File: src/rtl/types_pkg.sv
// Shared types for the rename/dispatch boundary: instruction bundles, FU encodings
// and physical-register sizing.
package types_pkg;

  localparam int NUM_PREGS = 128;
  localparam int PREG_W    = $clog2(NUM_PREGS);
  localparam int ROB_TAG_W = 4;

  typedef logic [1:0] fu_t;

  localparam fu_t FU_ALU     = 2'd0;
  localparam fu_t FU_BR      = 2'd1;
  localparam fu_t FU_MEM     = 2'd2;
  localparam fu_t FU_ILLEGAL = 2'd3;

  typedef struct packed {
    logic [PREG_W-1:0]    ps1;
    logic [PREG_W-1:0]    ps2;
    logic [PREG_W-1:0]    pd_new;
    logic [PREG_W-1:0]    pd_old;
    logic [31:0]          imm;
    logic [ROB_TAG_W-1:0] rob_tag;
    fu_t                  fu;
    logic [3:0]           ALUOp;
    logic [6:0]           Opcode;
    logic [2:0]           func3;
    logic [6:0]           func7;
  } rename_data;

  typedef struct packed {
    logic [PREG_W-1:0]    ps1;
    logic [PREG_W-1:0]    ps2;
    logic [PREG_W-1:0]    pd_new;
    logic [PREG_W-1:0]    pd_old;
    logic [31:0]          imm;
    logic [ROB_TAG_W-1:0] rob_tag;
    fu_t                  fu;
    logic [3:0]           ALUOp;
    logic [6:0]           Opcode;
    logic [2:0]           func3;
    logic [6:0]           func7;
    logic                 ps1_ready;
    logic                 ps2_ready;
  } dispatch_data;

  // Widens a renamed instruction into the dispatch bundle with its source readiness.
  function automatic dispatch_data to_dispatch(input rename_data r,
                                               input logic r1,
                                               input logic r2);
    dispatch_data d;
    d.ps1       = r.ps1;
    d.ps2       = r.ps2;
    d.pd_new    = r.pd_new;
    d.pd_old    = r.pd_old;
    d.imm       = r.imm;
    d.rob_tag   = r.rob_tag;
    d.fu        = r.fu;
    d.ALUOp     = r.ALUOp;
    d.Opcode    = r.Opcode;
    d.func3     = r.func3;
    d.func7     = r.func7;
    d.ps1_ready = r1;
    d.ps2_ready = r2;
    return d;
  endfunction

endpackage

File: src/rtl/preg_ready_table.sv
// Physical-register ready bits: set by CDB broadcasts, cleared on allocation,
// read through a same-cycle CDB bypass. Preg 0 is hard-wired ready.
module preg_ready_table #(
  parameter int NUM_PREGS = 128,
  parameter int PREG_W    = $clog2(NUM_PREGS)
) (
  input  logic              clk,
  input  logic              reset,
  input  logic              set_en,
  input  logic [PREG_W-1:0] set_idx,
  input  logic              clr_en,
  input  logic [PREG_W-1:0] clr_idx,
  input  logic [PREG_W-1:0] rd_idx_a,
  input  logic [PREG_W-1:0] rd_idx_b,
  output logic              rd_ready_a,
  output logic              rd_ready_b
);

  logic [NUM_PREGS-1:0] rdy;

  // The clear is written after the set so a same-index collision leaves the bit low.
  always_ff @(posedge clk or posedge reset) begin
    if (reset) begin
      rdy <= '1;
    end else begin
      if (set_en) begin
        rdy[set_idx] <= 1'b1;
      end
      if (clr_en && (clr_idx != '0)) begin
        rdy[clr_idx] <= 1'b0;
      end
    end
  end

  assign rd_ready_a = rdy[rd_idx_a] || (set_en && (set_idx == rd_idx_a)) || (rd_idx_a == '0);
  assign rd_ready_b = rdy[rd_idx_b] || (set_en && (set_idx == rd_idx_b)) || (rd_idx_b == '0);

endmodule

File: src/rtl/dispatch.sv
// Dispatch stage: one-entry output register fed by rename, issuing each held
// instruction to the ROB and its functional unit's reservation station together.
module dispatch
  import types_pkg::*;
(
  input  logic              clk,
  input  logic              reset,
  input  logic              valid_in,
  input  rename_data        data_in,
  output logic              ready_in,
  input  logic              mispredict,
  input  logic              cdb_valid,
  input  logic [PREG_W-1:0] cdb_pd,
  output dispatch_data      data_out,
  output logic              rob_valid,
  input  logic              rob_ready,
  output logic              rs_alu_valid,
  output logic              rs_br_valid,
  output logic              rs_mem_valid,
  input  logic              rs_alu_ready,
  input  logic              rs_br_ready,
  input  logic              rs_mem_ready
);

  // Handshake: a transfer to the ROB and the selected RS happens on a clock edge
  // where rob_valid && rob_ready && rs_X_valid && rs_X_ready all hold; valids never
  // depend on readies, and both sides always transfer together.

  logic         out_valid;
  dispatch_data data_q;
  logic         fu_ready;
  logic         issue;
  logic         drain;
  logic         accept;
  logic         ps1_rdy;
  logic         ps2_rdy;

  // An illegal fu has no RS to wait for, so it drains on ROB readiness alone.
  always_comb begin
    fu_ready = 1'b1;
    case (data_q.fu)
      FU_ALU:  fu_ready = rs_alu_ready;
      FU_BR:   fu_ready = rs_br_ready;
      FU_MEM:  fu_ready = rs_mem_ready;
      default: fu_ready = 1'b1;
    endcase
  end

  assign issue    = out_valid && !mispredict;
  assign drain    = issue && rob_ready && fu_ready;
  assign ready_in = !mispredict && (!out_valid || drain);
  assign accept   = valid_in && ready_in;

  preg_ready_table #(
    .NUM_PREGS (NUM_PREGS),
    .PREG_W    (PREG_W)
  ) u_ready_table (
    .clk        (clk),
    .reset      (reset),
    .set_en     (cdb_valid),
    .set_idx    (cdb_pd),
    .clr_en     (accept && (data_in.pd_new != '0)),
    .clr_idx    (data_in.pd_new),
    .rd_idx_a   (data_in.ps1),
    .rd_idx_b   (data_in.ps2),
    .rd_ready_a (ps1_rdy),
    .rd_ready_b (ps2_rdy)
  );

  // Mispredict drops the valid but leaves the payload untouched.
  always_ff @(posedge clk or posedge reset) begin
    if (reset) begin
      out_valid <= 1'b0;
      data_q    <= '0;
    end else if (mispredict) begin
      out_valid <= 1'b0;
    end else if (accept) begin
      out_valid <= 1'b1;
      data_q    <= to_dispatch(data_in, ps1_rdy, ps2_rdy);
    end else if (drain) begin
      out_valid <= 1'b0;
    end else if (out_valid && cdb_valid) begin
      if (cdb_pd == data_q.ps1) begin
        data_q.ps1_ready <= 1'b1;
      end
      if (cdb_pd == data_q.ps2) begin
        data_q.ps2_ready <= 1'b1;
      end
    end
  end

  assign data_out     = data_q;
  assign rob_valid    = issue;
  assign rs_alu_valid = issue && (data_q.fu == FU_ALU);
  assign rs_br_valid  = issue && (data_q.fu == FU_BR);
  assign rs_mem_valid = issue && (data_q.fu == FU_MEM);

  fu_legal_a : assert property (@(posedge clk) disable iff (reset)
    out_valid |-> (data_q.fu != FU_ILLEGAL))
    else $error("dispatch: held instruction has illegal fu");

endmodule

File: config.mk
export PLATFORM = sky130hd
export DESIGN_NAME = dispatch
export DESIGN_NICKNAME = d
export VERILOG_FILES = /design/src/rtl/types_pkg.sv /design/src/rtl/preg_ready_table.sv /design/src/rtl/dispatch.sv
export SDC_FILE = /design/constraint.sdc
export NUM_CORES = 1
export LEC_CHECK = 0
export CAP_MARGIN = 20
export CORE_MARGIN = 2
export CORE_UTILIZATION = 58
export CTS_CLUSTER_SIZE = 30
export DETAILED_ROUTE_END_ITERATION = 12
export PLACE_DENSITY = 0.85
export SYNTH_ARGS = -nofsm -noshare
export SYNTH_HDL_FRONTEND = slang
export SYNTH_SLANG_ARGS = --single-unit
File: constraint.sdc
create_clock -name clk -period 22.5 [get_ports clk]
set_input_delay 4.5 -clock clk [delete_from_list [all_inputs] [get_ports clk]]
set_output_delay 4.5 -clock clk [all_outputs]
set_load 0.02 [all_outputs]
==> results_dict.tcl, run 1 <==
set metrics [dict create \
    min-delay-path-class "register to register" \
    drc 0 \
    final_common_cell "a21oi_1" \
    placement.io_buffers 196 \
    cts.sink_count 218 \
    wire_length_of_the_first_global_routing_pass_microns 56300 \
    maximum_cell_stage_delay_along_the_critical_path_ps 550 \
    gpl.final_weighted_congestion 0.939 \
    detailroute.via_count 9687 \
    critical_path.n_buffers_inverters 2 \
    clk_latency_worst_skew_pair_ps 530 \
    tightest_slew_ps 1120 \
    area_share_of_the_leading_cell_type_in_the_synthesized_netlist_pct 29.7 \
    synth_cell_types 64 \
    final_period_util_pct 48.5 \
    worst_slack_on_hold_paths_ps 486 \
    clockRootBuffer "clkbuf_16" \
    timing.final.max_slew_violations 0 \
    synth-seq-area-share_pct 49.6 \
    setup_tns_ps 0 \
    critical_path.startpoint "rs_mem_ready" \
    drv_cap 0 \
    dr.first_iter.drc_count 1717 \
    share_of_flip_flops_with_an_asynchronous_set_or_reset_after_synthesis_pct 100 \
    core_region_area_sq_um 19300 \
    finalWirelength_microns 37000 \
    die_height_microns 144 \
    hold_path.startpoint "data_out[70]" \
    cts.repair_timing.setup_buffer_count 0 \
    final_antenna_net_count 0 \
    wire_per_inst_microns 26.2 \
    firstDrtPassIters 6 \
    fmax_mhz 91.6 \
    worst-endpoint-arrival_ps 6420 \
    fillerInstances 1287 \
    number_of_gates_on_the_worst_path_with_buffers_counted 6 \
    vdd_drop_max_uv 70.7 \
    cts_tree "built" \
    placement.cell_area_sq_um 13300 \
    rr_worst_depth 7 \
    hpwl_reported_at_the_end_of_detailed_placement_microns 23600 \
    cp_data_required_time_ps 18000 \
    timing.critical_path.slowest_stage_cell "clkdlybuf4s50_1" \
    drive_above_1_share_pct 28.1 \
    timing.clock.skew_ps 18.9 \
    synth-edff-count 0 \
    htreeDepth 1 \
    critical_path.endpoint "ready_in" \
    final_nets 1232 \
    io_pins 197 \
    cp_cell_sequence "clkdlybuf4s50_1 -> mux2_1 -> o221a_2 -> nor2_1 -> nor2_1 -> clkdlybuf4s50_1" \
    dpl_worst_slack_ps 11590 \
    global_route_usage_over_all_layers_pct 36.5 \
    synth.top_cells.by_area "dfstp_2 30%, dfrtp_1 20%, a21oi_1 12%, mux2_2 8.6%, mux4_2 8.6%" \
    cts_hold_repair.buffers 0 \
    fp-row-count 51 \
    critPathCaptureType "output pin" \
    layout.core_utilization_pct 73.3 \
    clk_pin_slew_ps 60 \
    synth_area_leader_cell "dfstp_2" \
    rr_endpoint "u_ready_table.rdy[89]" \
    layout.cells.most_common_list "266 x a21oi_1, 193 x clkdlybuf4s50_1, 128 x dfstp_2" \
    final-seq-area_sq_um 5620 \
    multi_input_comb_area_sq_um 5330 \
    antenna_found_initial 0 \
    grt_overflow 0 \
    route.detailed.vias_per_inst 6.86 \
    initial_core_util_pct 58.7 \
    synth_area_per_cell_sq_um 11.8 \
    number_of_global_route_vias_before_repair 9856 \
    synthesis.instances 958 \
    timing.reg2reg.setup_slack_ps 19000 \
    ys.warnings.count 0 \
    critical-path-top-delay-family "buffers and inverters" \
    static_leakage_nw 5.44 \
    power.density_nw_per_um2 86.8 \
    flow.area_growth_from_synthesis_pct 24.9 \
    dieArea_sq_um 20600 \
    rsz0062_at_grt "false" \
    layoutNonFillerInstCount 1412 \
    antenna_cells 0 \
    ys_dominant_reg_cell "dfstp_2" \
    maximum_number_of_pins_on_one_net_before_global_route_repair 138 \
    critPathMaxFanout 5 \
    setup_viol 0 \
    cts_made_buffers 24 \
    finalWorstSetupSlack_ps 11580 \
    timing.critical_path.from_type "primary input" \
    chipWidth_microns 144 \
    post_cts_resize_count 0 \
    place.detailed.instances 1367 \
    criticalPathCategory "primary input to output pin" \
    post_synth_instance_area_sq_um 11300 \
    synth.ff_latch_count 218 \
    synthesis.nets 1061 \
    fin_crit_ps 10920 \
    result_of_the_run "complete, no violations" \
    worst_slew_margin_rel_pct 25.3 \
    cts_max_path_buffers 3 \
    design_power_total_mw 1.23 \
    layout.cell_area.non_filler_sq_um 14100 \
    hold_violations 0 \
    r2r_start "data_out[24]" \
]
[worst register-to-register path: stages, from the launching register on]
cell,delay [ps]
dfrtp_1,470
mux2_1,360
o221a_2,320
o211ai_4,800
buf_4,810
nor4b_2,170
buf_4,270
a21oi_1,230
[state kept, by name, indices dropped and copies added (netlist names)]
name and flops:
data_out 89, out_valid 1, u_ready_table.rdy 128
[cell usage after synthesis, drive strengths merged, types with 6 or more instances]
cell type,instances
nand2b,12
mux4,51
a21oi,266
clkbuf,23
nor2,37
inv,7
o221ai,8
nor3,25
dfrtp,90
mux2i,24
nand4,6
mux2,87
nor3b,7
buf,41
nand2,29
o21ai,6
xor2,14
dfstp,128
xnor2,14
and2,14
nor4,8
a22oi,14
[where the power goes]
| group | internal, mW | switching [mW] | leakage [nW] | total, mW |
|---|---|---|---|---|
| logic | 0.151 | 0.156 | 2.67 | 0.307 |
| registers | 0.479 | 0.0461 | 2.39 | 0.525 |
| clock network | 0.235 | 0.159 | 0.374 | 0.394 |
[kinds of logic after synthesis]
family          after synthesis  share of synthesized area, %
compound gates              322                          15.8
xor+xnor                     28                          2.17
buf+inv                      71                          3.45
flops                       218                          49.6
mux                         162                          21.2
simple gates                157                          7.71
[per-layer routing]
metal,GRT usage [%],up-vias,part of all wire (%)
met3,11.1,217,13
met5,1.50,-,0.092
met2,55.9,790,47
met4,20.7,2,6.4
met1,46.3,4715,35
li1,-,3963,-
[layout make-up]
cell class / instances / share of cell area [%]
clock buffer: 39 / 4.94
sequential: 218 / 39.7
multi-input combinational: 669 / 37.7
inverter: 7 / 0.239
clock inverter: 5 / 0.549
timing repair buffer: 209 / 14.5
tap: 265 / 2.35
[worst min-delay path by stage]
stage          depth (start not counted)                   end
2_1_floorplan                          1  u_ready_table.rdy[0]
5_1_grt                                1           data_out[4]
6_report                               2          data_out[70]
4_1_cts                                2          data_out[70]
3_3_place_gp                           2          data_out[70]
3_5_place_dp                           2          data_out[70]
No activity file was read; power rests on OpenSTA's default activity.
==> run 2: changes to the inputs <==
- CORE_UTILIZATION: 58 -> 48
- PLACE_DENSITY: 0.85 -> 0.74
- clock period: 22.5 -> 9.7 ns (I/O delays scaled with it)
==> run 2 against run 1 <==
Clock power rose by 140%. Final area grew 0.90%. Hold slack worse by 7.6 ps. First-iteration DRC count decreased by 32%. Utilization fell by 12 points. Sequential share of layout area down 0.36 points. Clock skew decreased by 8.3 ps. Flip-flop and latch count is the same. Count of clock-buffer cells in the layout is 2 higher. Via count fell by 3.4%. Combinational power increased by 130%. Wire length up 0.53%. Critical path type unchanged. Largest power group unchanged.
==> results_dict.tcl, run 2 (synthesis gave the netlist of run 1 again) <==
set metrics [dict create \
    chipWidth_microns 158 \
    cp_data_required_time_ps 7760 \
    cts.sink_count 218 \
    clk_latency_worst_skew_pair_ps 530 \
    flow.area_growth_from_synthesis_pct 26.0 \
    final_period_util_pct 59.5 \
    gpl.final_weighted_congestion 0.940 \
    largest_register_ffs 128 \
    number_of_global_route_vias_before_repair 9298 \
    route.detailed.vias_per_inst 6.37 \
    globalRouteMet1Util_pct 39.4 \
    worst_slew_margin_rel_pct 20.5 \
    drc 0 \
    io_pins 197 \
    final_common_cell "a21oi_1" \
    fillerInstances 1839 \
    final_antenna_net_count 0 \
    layout.cells.most_common_list "266 x a21oi_1, 192 x clkdlybuf4s50_1, 128 x dfstp_2" \
    timing.critical_path.slowest_stage_cell "clkdlybuf4s50_1" \
    critPathCaptureType "output pin" \
    max_flop_register "u_ready_table.rdy" \
    layout.core_utilization_pct 61.1 \
    fp-row-count 56 \
    criticalPathCategory "primary input to output pin" \
    cts.repair_timing.setup_buffer_count 0 \
    rsz0062_at_grt "false" \
    maximum_number_of_pins_on_one_net_before_global_route_repair 144 \
    drv_cap 0 \
    maximum_cell_stage_delay_along_the_critical_path_ps 540 \
    dr.first_iter.drc_count 1164 \
    timing.clock.skew_ps 10.5 \
    global_route_usage_over_all_layers_pct 30.1 \
    initial_core_util_pct 48.5 \
    finalWirelength_microns 37200 \
    firstDrtPassIters 8 \
    result_of_the_run "complete, no violations" \
    placement.io_buffers 196 \
    grt_util_met3_pct 6.28 \
    drive_above_1_share_pct 28.8 \
    min-delay-path-class "register to register" \
    antenna_found_initial 0 \
    critPathMaxFanout 5 \
    cp_cell_sequence "clkdlybuf4s50_1 -> mux2_1 -> o221a_2 -> nor2_1 -> nor2_1 -> clkdlybuf4s50_1" \
    core_region_area_sq_um 23300 \
    timing.final.max_slew_violations 0 \
    tightest_slew_ps 1180 \
    wire_per_inst_microns 25.4 \
    timing.reg2reg.setup_slack_ps 6250 \
    antenna_cells 0 \
    final_nets 1233 \
    timing.critical_path.from_type "primary input" \
    setup_viol 0 \
    dieArea_sq_um 24800 \
    clk_pin_slew_ps 60 \
    cts_hold_repair.buffers 0 \
    wire_length_of_the_first_global_routing_pass_microns 56100 \
    htreeDepth 1 \
    vdd_drop_max_uv 146 \
    die_height_microns 158 \
    power.density_nw_per_um2 202 \
    fmax_mhz 173 \
    cts_made_buffers 25 \
    static_leakage_nw 5.48 \
    hpwl_reported_at_the_end_of_detailed_placement_microns 23700 \
    grt_overflow 0 \
    grt_util_met2_pct 48.3 \
    cts_tree "built" \
    setup_tns_ps 0 \
    post_cts_resize_count 0 \
    cts_max_path_buffers 3 \
    detailroute.via_count 9353 \
    fin_crit_ps 5770 \
    clockRootBuffer "clkbuf_16" \
    worst-endpoint-arrival_ps 3830 \
    gr-max-usage-layer "met2" \
    hold_violations 0 \
]
==> run 2: layout make-up <==
type / instances / area (sq um) / share of cell area, %
timing repair buffer: 209 / 2040 / 14.3
multi-input combinational: 669 / 5340 / 37.5
clock inverter: 5 / 53.8 / 0.377
tap: 319 / 399 / 2.80
clock buffer: 41 / 776 / 5.44
inverter: 7 / 33.8 / 0.237
sequential: 218 / 5620 / 39.4
==> run 2: through the flow <==
step / hold WS (ps) / cells / power (mW) / cell area (sq um) / setup WS [ps]
2_1_floorplan: 497 / 958 / 1.61 / 11300 / 2010
4_1_cts: 482 / 1467 / 2.88 / 14300 / 3920
3_3_place_gp: 462 / 1421 / 1.90 / 13400 / 4010
6_report: 479 / 1468 / 2.87 / 14300 / 3930
3_5_place_dp: 467 / 1421 / 1.92 / 13400 / 3930
5_1_grt: 510 / 1468 / 2.97 / 14300 / 3810
==> run 2: path summary, 6_finish.rpt <==
kind	start	end	cells after the start
worst max-delay path	rs_mem_ready	ready_in	6
worst min-delay path	data_out[70]	data_out[70]	2
worst max register to register	data_out[24]	u_ready_table.rdy[27]	6
worst min register to register	data_out[70]	data_out[70]	2
max in group asynchronous	reset	data_out[1]	3
min in group asynchronous	reset	data_out[65]	2
==> run 2: metal layers <==
metal,share of wire (%),up-vias
met5,0,-
met4,5.0,0
met3,11,134
met2,48,632
met1,37,4626
li1,-,3961
==> run 2: worst max-delay path: cells and delay by family <==
family                 cells  cell delay (ps)
buffers and inverters      2              960
multiplexers               1              320
AO/OA/AOI/OAI              1              330
AND/OR/NAND/NOR            2              270
==> run 2: where the power goes <==
group	internal [mW]	switching [mW]	total, mW
clock	0.570	0.381	0.951
sequential	1.11	0.104	1.22
combinational	0.351	0.356	0.707
total	2.03	0.841	2.87
==> run 3: changes to the inputs <==
- CORE_UTILIZATION: 48 -> 54
- PLACE_DENSITY: 0.74 -> 0.79
- clock period: 9.7 -> 6.03 ns (I/O delays scaled with it)
==> run 3 against run 2 <==
Critical path type unchanged. Combinational power rose by 61%. Utilization grew 8.5 points. Die area decreased by 11%. Worst setup slack worse by 2200 ps. Final area is 0.28% lower. Critical path depth unchanged. Hold slack improved by 18 ps. Non-clock buffer count increased by 6. Register-to-register slack got worse by 3200 ps. Wire length down 1.3%.
==> results_dict.tcl, run 3 (synthesis gave the netlist of run 1 again) <==
set metrics [dict create \
    result_of_the_run "complete, no violations" \
    global_route_usage_over_all_layers_pct 33.4 \
    clk_latency_worst_skew_pair_ps 530 \
    cts_made_buffers 24 \
    final_antenna_net_count 0 \
    cts_hold_repair.buffers 0 \
    fp-row-count 52 \
    power.density_nw_per_um2 321 \
    timing.critical_path.from_type "primary input" \
    finalWorstSetupSlack_ps 1730 \
    multi_input_comb_area_sq_um 5340 \
    clk_pin_slew_ps 60 \
    io_pins 197 \
    finalWirelength_microns 36700 \
    fillerInstances 1512 \
    gpl.final_weighted_congestion 0.982 \
    dieArea_sq_um 22100 \
    cp_data_required_time_ps 4820 \
    setup_viol 0 \
    final_nets 1238 \
    fin_crit_ps 4300 \
    drive_above_1_share_pct 28.8 \
    clockRootBuffer "clkbuf_16" \
    max_flop_register "u_ready_table.rdy" \
    die_height_microns 149 \
    drc 0 \
    flow.area_growth_from_synthesis_pct 25.7 \
    cts_tree "built" \
    chipWidth_microns 149 \
    antenna_found_initial 0 \
    timing.clock.skew_ps 15.2 \
    dpl_worst_slack_ps 1770 \
    final_common_cell "a21oi_1" \
    placement.io_buffers 196 \
    critPathCaptureType "output pin" \
    dr.first_iter.drc_count 1218 \
    detailroute.via_count 9487 \
    drv_cap 0 \
    grt_overflow 0 \
    setup_tns_ps 0 \
    worst_slack_on_hold_paths_ps 497 \
    firstDrtPassIters 9 \
    final_period_util_pct 71.2 \
    vdd_drop_max_uv 244 \
    hold_violations 0 \
    cts_max_path_buffers 3 \
    layout.cells.most_common_list "266 x a21oi_1, 193 x clkdlybuf4s50_1, 128 x dfstp_2" \
    criticalPathCategory "primary input to output pin" \
    timing.final.max_slew_violations 0 \
    final-seq-area_sq_um 5620 \
    rsz0062_at_grt "false" \
    maximum_number_of_pins_on_one_net_before_global_route_repair 162 \
    critPathMaxFanout 5 \
    initial_core_util_pct 55.4 \
    core_region_area_sq_um 20400 \
    htreeDepth 1 \
    hpwl_reported_at_the_end_of_detailed_placement_microns 24200 \
    number_of_global_route_vias_before_repair 9620 \
    cts.repair_timing.setup_buffer_count 0 \
    worst_slew_margin_rel_pct 27.3 \
    route.detailed.vias_per_inst 6.67 \
    wire_length_of_the_first_global_routing_pass_microns 55900 \
    static_leakage_nw 5.49 \
    fmax_mhz 233 \
    largest_register_ffs 128 \
    worst-endpoint-arrival_ps 3090 \
    tightest_slew_ps 1090 \
    antenna_cells 0 \
    design_power_total_mw 4.56 \
    wire_per_inst_microns 25.8 \
    post_cts_resize_count 0 \
    min-delay-path-class "register to register" \
    cts.sink_count 218 \
]
## run 3: cell count changes in the layout (fill, tap and decap cells not counted), sizes merged
cell / change
inv: -2
clkdlybuf4s50: +1
buf: +5
clkinvlp: +1
clkbuf: -2
clkinv: +1
## run 3: layout make-up
class / count / share of cell area (%)
Tap cell: 270 / 2.38
Clock buffer: 39 / 5.04
Multi-Input combinational cell: 669 / 37.6
Inverter: 7 / 0.211
Clock inverter: 5 / 0.431
Timing Repair Buffer: 215 / 14.9
Sequential cell: 218 / 39.5
## run 3: metrics by stage
stage | cells | cell area (sq um) | utilization [%]
2_1_floorplan | 958 | 11300 | -
3_3_place_gp | 1377 | 13400 | 65.7
3_5_place_dp | 1377 | 13400 | 65.7
4_1_cts | 1421 | 14200 | 69.5
5_1_grt | 1423 | 14200 | 69.6
6_report | 1423 | 14200 | 69.6
## run 3: metal layers
metal  share of wire [%]  track usage (%)  vias up
met5                   0                0        -
met4                 5.8             15.6        0
met3                  11             8.78      177
met2                  47             53.3      641
met1                  36             43.1     4706
li1                    -                -     3963
## run 3: critical path: stages
cell and delay, ps:
clkdlybuf4s50_1 430, mux2_1 290, o221a_2 320, nor2_1 220
nor2_1 70, clkdlybuf4s50_1 540
## run 3: final timing paths
check,from,to,slack (ps),cells after the start
setup / recovery,rs_alu_ready,ready_in,1730,6
hold / removal,data_out[70],data_out[70],500,2
setup reg to reg,data_out[24],u_ready_table.rdy[107],3070,6
min in group asynchronous,reset,data_out[39],1250,3
max in group asynchronous,reset,data_out[80],4090,3
hold reg to reg,data_out[70],data_out[70],500,2
## run 3: power breakdown
part | total, mW | switching [mW] | leakage (nW) | internal, mW
sequential | 1.96 | 0.173 | 2.39 | 1.79
clock | 1.45 | 0.598 | 0.382 | 0.854
combinational | 1.14 | 0.576 | 2.71 | 0.568
